[src/rtl/water_box_tracker_pkg.sv]
// water_box_pkg: level encodings and the count/direction to level classifier
package water_box_pkg;
  typedef logic [1:0] level_t;
  localparam level_t LVL_C = 2'b00;
  localparam level_t LVL_L = 2'b01;
  localparam level_t LVL_M = 2'b10;
  localparam level_t LVL_H = 2'b11;
  function automatic level_t classify(input int cnt, input logic dir, input int ul, input int um,
                                      input int uh, input int dl, input int dm, input int dh);
    int l, m, h;
    l = dir ? ul : dl;
    m = dir ? um : dm;
    h = dir ? uh : dh;
    return cnt >= h ? LVL_H : cnt >= m ? LVL_M : cnt >= l ? LVL_L : LVL_C;
  endfunction
endpackage

[src/rtl/water_box_tracker_if.sv]
// water_box_tracker_if: pulse inputs and status outputs of the reservoir tracker
interface water_box_tracker_if import water_box_pkg::*; #(parameter int WIDTH = 3);
  logic fill, drain, clr_err;
  logic [WIDTH-1:0] count;
  logic direction, level_change, at_full, at_empty, overflow_err, underflow_err;
  level_t water_box;
  modport master(output fill, drain, clr_err,
                 input count, direction, water_box, level_change, at_full, at_empty, overflow_err, underflow_err);
  modport slave(input fill, drain, clr_err,
                output count, direction, water_box, level_change, at_full, at_empty, overflow_err, underflow_err);
endinterface

[src/rtl/water_box_tracker_settle_filter.sv]
// water_box_settle_filter: registers the level, optionally after a stability window (WATER_BOX_SETTLE_EN)
module water_box_settle_filter import water_box_pkg::*; #(
  parameter int SETTLE_CYCLES = 4
) (
  input  logic   clk,
  input  logic   rst,
  input  level_t cand,
  output level_t level,
  output logic   level_change
);
  if (SETTLE_CYCLES < 1) begin : g_bad_settle
    $error("SETTLE_CYCLES must be at least 1");
  end
`ifdef WATER_BOX_SETTLE_EN
  localparam int CW = $clog2(SETTLE_CYCLES + 1);
  logic [CW-1:0] cnt;
  level_t pend;
  logic fresh;
  assign fresh = cnt == '0 || cand != pend;
  // a differing candidate must be seen unchanged for SETTLE_CYCLES edges, committing on the next one
  always_ff @(posedge clk or posedge rst)
    if (rst) begin
      level <= LVL_C;
      level_change <= 1'b0;
      cnt <= '0;
      pend <= LVL_C;
    end else begin
      level_change <= cand != level && !fresh && cnt == CW'(SETTLE_CYCLES);
      level <= (cand != level && !fresh && cnt == CW'(SETTLE_CYCLES)) ? cand : level;
      pend <= cand;
      cnt <= cand == level ? '0 : fresh ? CW'(1) : cnt == CW'(SETTLE_CYCLES) ? '0 : cnt + 1'b1;
    end
`else
  // plain one-edge register of the candidate level
  always_ff @(posedge clk or posedge rst)
    if (rst) begin
      level <= LVL_C;
      level_change <= 1'b0;
    end else begin
      level <= cand;
      level_change <= cand != level;
    end
`endif
endmodule

[src/rtl/water_box_tracker.sv]
// water_box_tracker: saturating fill/drain volume counter with hysteretic level output (optional WATER_BOX_SETTLE_EN)
module water_box_tracker import water_box_pkg::*; #(
  parameter int WIDTH = 3,
  parameter int MAX_COUNT = 7,
  parameter int UP_L = 1,
  parameter int UP_M = 3,
  parameter int UP_H = 7,
  parameter int DN_L = 1,
  parameter int DN_M = 5,
  parameter int DN_H = 7,
  parameter int SETTLE_CYCLES = 4
) (
  input logic clk,
  input logic rst,
  water_box_tracker_if.slave bus
);
  if (MAX_COUNT > 2 ** WIDTH - 1 || !(UP_L < UP_M && UP_M < UP_H && UP_H <= MAX_COUNT) ||
      !(DN_L < DN_M && DN_M < DN_H && DN_H <= MAX_COUNT)) begin : g_bad_params
    $error("water_box_tracker thresholds or MAX_COUNT out of range");
  end
  logic [WIDTH-1:0] count_q;
  logic dir_q, ovf_q, unf_q, inc, dec, full, empty;
  level_t cand;
  // single-direction requests only; simultaneous fill and drain cancel out
  always_comb begin
    inc = bus.fill & ~bus.drain;
    dec = bus.drain & ~bus.fill;
    full = count_q == WIDTH'(MAX_COUNT);
    empty = count_q == '0;
    cand = classify(int'(count_q), dir_q, UP_L, UP_M, UP_H, DN_L, DN_M, DN_H);
  end
  // volume, direction and sticky errors; a new error beats clr_err
  always_ff @(posedge clk or posedge rst)
    if (rst) begin
      count_q <= '0;
      dir_q <= 1'b1;
      ovf_q <= 1'b0;
      unf_q <= 1'b0;
    end else begin
      count_q <= inc && !full ? count_q + 1'b1 : dec && !empty ? count_q - 1'b1 : count_q;
      dir_q <= inc ? 1'b1 : dec ? 1'b0 : dir_q;
      ovf_q <= (inc & full) | (ovf_q & ~bus.clr_err);
      unf_q <= (dec & empty) | (unf_q & ~bus.clr_err);
    end
  water_box_settle_filter #(.SETTLE_CYCLES(SETTLE_CYCLES)) u_filt (
    .clk(clk),
    .rst(rst),
    .cand(cand),
    .level(bus.water_box),
    .level_change(bus.level_change)
  );
  assign bus.count = count_q;
  assign bus.direction = dir_q;
  assign bus.at_full = full;
  assign bus.at_empty = empty;
  assign bus.overflow_err = ovf_q;
  assign bus.underflow_err = unf_q;
endmodule

[src/flat_wrapper.sv]
// flat-port wrapper written by rule: the top's interface ports become plain ports
module water_box_tracker_flat import water_box_pkg::*;
#(
  parameter int WIDTH = 3,
  parameter int MAX_COUNT = 7,
  parameter int UP_L = 1,
  parameter int UP_M = 3,
  parameter int UP_H = 7,
  parameter int DN_L = 1,
  parameter int DN_M = 5,
  parameter int DN_H = 7,
  parameter int SETTLE_CYCLES = 4
)
  (clk, rst, bus_fill, bus_drain, bus_clr_err, bus_count, bus_direction, bus_water_box, bus_level_change, bus_at_full, bus_at_empty, bus_overflow_err, bus_underflow_err);
  water_box_tracker_if #(.WIDTH(WIDTH)) bus_i ();
  input logic clk;
  input logic rst;
  input wire logic [$bits(bus_i.fill)-1:0] bus_fill;
  input wire logic [$bits(bus_i.drain)-1:0] bus_drain;
  input wire logic [$bits(bus_i.clr_err)-1:0] bus_clr_err;
  output wire logic [$bits(bus_i.count)-1:0] bus_count;
  output wire logic [$bits(bus_i.direction)-1:0] bus_direction;
  output wire logic [$bits(bus_i.water_box)-1:0] bus_water_box;
  output wire logic [$bits(bus_i.level_change)-1:0] bus_level_change;
  output wire logic [$bits(bus_i.at_full)-1:0] bus_at_full;
  output wire logic [$bits(bus_i.at_empty)-1:0] bus_at_empty;
  output wire logic [$bits(bus_i.overflow_err)-1:0] bus_overflow_err;
  output wire logic [$bits(bus_i.underflow_err)-1:0] bus_underflow_err;
  assign bus_i.fill = bus_fill;
  assign bus_i.drain = bus_drain;
  assign bus_i.clr_err = bus_clr_err;
  assign bus_count = bus_i.count;
  assign bus_direction = bus_i.direction;
  assign bus_water_box = bus_i.water_box;
  assign bus_level_change = bus_i.level_change;
  assign bus_at_full = bus_i.at_full;
  assign bus_at_empty = bus_i.at_empty;
  assign bus_overflow_err = bus_i.overflow_err;
  assign bus_underflow_err = bus_i.underflow_err;
  water_box_tracker #(.WIDTH(WIDTH), .MAX_COUNT(MAX_COUNT), .UP_L(UP_L), .UP_M(UP_M), .UP_H(UP_H), .DN_L(DN_L), .DN_M(DN_M), .DN_H(DN_H), .SETTLE_CYCLES(SETTLE_CYCLES)) u_core (.clk(clk), .rst(rst), .bus(bus_i));
endmodule
[config.mk]
export PLATFORM = sky130hd
export DESIGN_NAME = water_box_tracker_flat
export DESIGN_NICKNAME = d
export VERILOG_FILES = /design/src/rtl/water_box_tracker_pkg.sv /design/src/rtl/water_box_tracker_if.sv /design/src/rtl/water_box_tracker_settle_filter.sv /design/src/rtl/water_box_tracker.sv /design/src/flat_wrapper.sv
export SDC_FILE = /design/constraint.sdc
export NUM_CORES = 1
export LEC_CHECK = 0
export CAP_MARGIN = 15
export CORE_AREA = 10 10 47 49
export CTS_CLUSTER_SIZE = 8
export DETAILED_ROUTE_END_ITERATION = 12
export DIE_AREA = 0 0 57 59
export PLACE_DENSITY = 0.74
export SLEW_MARGIN = 10
export SYNTH_ARGS = -nofsm -noshare
export SYNTH_HDL_FRONTEND = slang
export SYNTH_SLANG_ARGS = --single-unit
[constraint.sdc]
create_clock -name clk -period 2 [get_ports clk]
set_input_delay 0.4 -clock clk [delete_from_list [all_inputs] [get_ports clk]]
set_output_delay 0.4 -clock clk [all_outputs]
set_load 0.05 [all_outputs]
==> impl_metrics.csv <==
group,metric,value,unit
route,drt-vias-per-instance,4.87,
final_layout,layout_nets,94,
clocking,tritoncts_num_sinks,9,
floorplanning,placement_rows,14,
setup_path,cp.required,1.60,ns
setup_path,timing.critical_path.max_delay_family,"buffers and inverters",
timing,timing_hold_violations_final,0,
yosys,mappedNetlistNets,74,
timing,timing.final.setup_violations,0,
power,power.density,1720,nW/um^2
floorplanning,fp.dieW,57,um
yosys,post_syn_instances,60,
route,drt_drc_violations_left,0,
timing,worst_pin_slew,0.523,ns
power,design_power_total,1.36,mW
route,firstDrtPassIters,2,
grt,grt_first_pass_wirelength,2010,um
setup_path,worstSetupEndpointType,"primary output",
setup_path,cp_max_fo,5,
yosys,syn_avg_cell_area,9.68,sq um
grt,grt_remaining_overflow,0,
placed_design,buffer_ports.inserted,15,
floorplanning,ports_placed_on_the_boundary,16,
yosys,synth_top_family_by_area,"adder cells",
floorplanning,core_area,1400,sq um
yosys,synth_area,581,sq um
placed_design,postPlaceCellArea,763,sq um
yosys,synth_simple_gate_area_share,18.8,%
clocking,tritoncts,"yes",
yosys,synth_warnings,0,
setup_path,critPathBufInv,1,
timing,rsz0062_at_grt,"no",
clocking,ctsRootBufferMaster,"clkbuf_4",
grt,number_of_antenna_violations_at_the_first_check_in_global_routing,0,
final_layout,finalCoreUtilization,56.3,%
yosys,synth_fa_ha_area_share,19.4,%
yosys,post_synth_mux_area_share,1.94,%
timing,setup_tns,0,ns
route,routedWlPerCell,13.0,um
grt,grt_util_all_layers,7.76,%
setup_path,crit_arrival,1.52,ns
floorplanning,fp.dieArea,3360,sq um
clocking,cts.hold.buffers_added,0,
clocking,post-cts-setup-buffer-count,0,
setup_path,critical_path.startpoint,"u_core.u_filt.level[1]",
placed_design,placed_cell_count,91,
floorplanning,die_height,59,um
setup_path,crit_start_category,"flop",
clocking,cts_inserted_buffers,3,
yosys,yosys_register_bits,9,
final_layout,antennaDiodeCount,0,
clocking,cts-root-to-sink-buffers,2,
setup_path,path_cells,"clkdlybuf4s50_1",
clocking,cts-htree-levels,1,
yosys,xor_xnor_portion_of_the_synthesized_cell_area,3.02,%
run,max-cap-violations,0,
placed_design,post-place-ws,0.266,ns
clocking,clkTransAtPathRegs,0.06,ns
yosys,fraction_of_the_yosys_area_taken_by_sequential_cells,39.0,%
route,first_iter_violations,1,
placed_design,dpl.hpwl,1020,um
final_layout,post-route-cell-area,790,sq um
clocking,source_to_sink_clock_delay_at_the_later_pin_of_the_worst_skew_pair,0.26,ns
final_layout,layoutNonFillerInstCount,95,
timing,period_needed,1.92,ns
timing,fmax,520,MHz
route,vias,463,
route,drt.antenna.violating_nets,0,
yosys,synth.distinct_cells,23,
setup_path,criticalPathCategory,"flop to primary output",
final_layout,area.growth.synth_to_final,36.0,%
grt,maximum_number_of_pins_on_one_net_before_global_route_repair,10,
timing,final_cycle_share,96.2,%
timing,final_critical_path_setup_slack,0.0756,ns
timing,fin_skew,0.000485,ns
timing,maxSlewViolCount,0,
min_path,min_path_type,"primary input to asynchronous set/reset pin",
grt,via_count_of_the_first_global_routing_pass,440,
setup_path,r2r_start,"u_core.bus.direction",
route,drt-total-wl,1230,um
status,run_status,"completed",
setup_path,critPathSlowestCell,"clkdlybuf4s50_1",
final_layout,layout_cell_share_with_drive_strength_beyond_1,19.0,%
floorplanning,initial_core_utilization,41.4,%
timing,timing.hold.ws,0.399,ns
power,ir_drop,0.813,mV
placed_design,place_congestion,0.736,
clocking,cts.repair.resized,0,
setup_path,critPathMaxStageDelay,0.85,ns
timing,max-slew-margin-rel,65.0,%
yosys,compound_gate_fraction_of_synth_area,11.4,%
power,power.leakage,0.379,nW
==> placed cells by master (no fill, tap or decap), types with 2 or more instances in the layout <==
cell type and instances:
nand2_1 8, buf_12 2, clkdlybuf4s50_1 9, o21ai_0 3, clkbuf_4 3, ha_1 8
nand2b_1 2, dfrtp_1 8, buf_4 4, nor2_1 2, nand3_1 3, inv_1 10
==> cells by family (layout without fill, tap and decap cells) <==
logic type      count (synthesis)  after routing
simple gates                   20             20
buf+inv                        10             29
mux                             1              1
fa+ha+maj                       9              9
compound gates                  9              9
flops                           9              9
xor+xnor                        2              2
==> state kept, by name (all words and copies together) (netlist names) <==
signal and cells:
u_core.u_filt.level 2, u_core.u_filt.level_change 1, u_core.bus.underflow_err 1, u_core.bus.overflow_err 1, u_core.bus.count 3, u_core.bus.direction 1
==> path summary, 6_finish.rpt <==
kind                                              end  slack (ns)  cells after the start
setup / recovery                     bus_water_box[1]        0.08                      1
hold / removal               u_core.bus.underflow_err        0.40                      2
setup reg to reg           u_core.u_filt.level_change        0.26                      6
hold reg to reg              u_core.bus.underflow_err        0.53                      2
max in group asynchronous        u_core.bus.direction        1.31                      2
min in group clk             u_core.bus.underflow_err        0.53                      2
==> layer usage <==
| metal | wire (um) | GRT usage (%) | vias up |
|---|---|---|---|
| met1 | 513 | 7.18 | 208 |
| li1 | - | - | 242 |
| met4 | 8 | 3.02 | 0 |
| met3 | 91 | 5.15 | 2 |
| met2 | 618 | 13.3 | 11 |
| met5 | 0 | 0 | - |
==> where the power goes <==
| group | internal, mW | switching, mW |
|---|---|---|
| sequential | 0.256 | 0.103 |
| clock | 0.0768 | 0.0615 |
| combinational | 0.333 | 0.531 |
| total | 0.665 | 0.696 |
==> layout make-up <==
class	count	area, sq um
sequential	9	226
multi-input combinational	41	319
timing repair buffer	15	160
fill	134	612
inverter	10	37.5
tap	16	20.0
clock buffer	4	26.3
==> cells in the mapped netlist <==
cell type	number	area share [%]
mux2_2	1	1.9
nand2b_1	2	2.2
ha_1	9	19
nor2_1	2	1.3
xor2_1	1	1.5
o311ai_1	1	1.5
a21oi_2	1	1.5
nor2b_1	1	1.1
o21ai_0	3	2.6
xnor2_1	1	1.5
nand4bb_1	1	1.9
inv_1	10	6.5
a21o_1	1	1.3
o21ai_1	1	0.86
nand2_1	8	5.2
dfrtp_1	8	34
and3_1	1	1.1
a41oi_1	1	1.5
a31oi_2	1	2.2
nor4_2	1	2.2
nor3b_1	1	1.3
dfstp_2	1	4.5
nand3_1	3	2.6
Note: power is estimated with default switching activity, not from simulation.
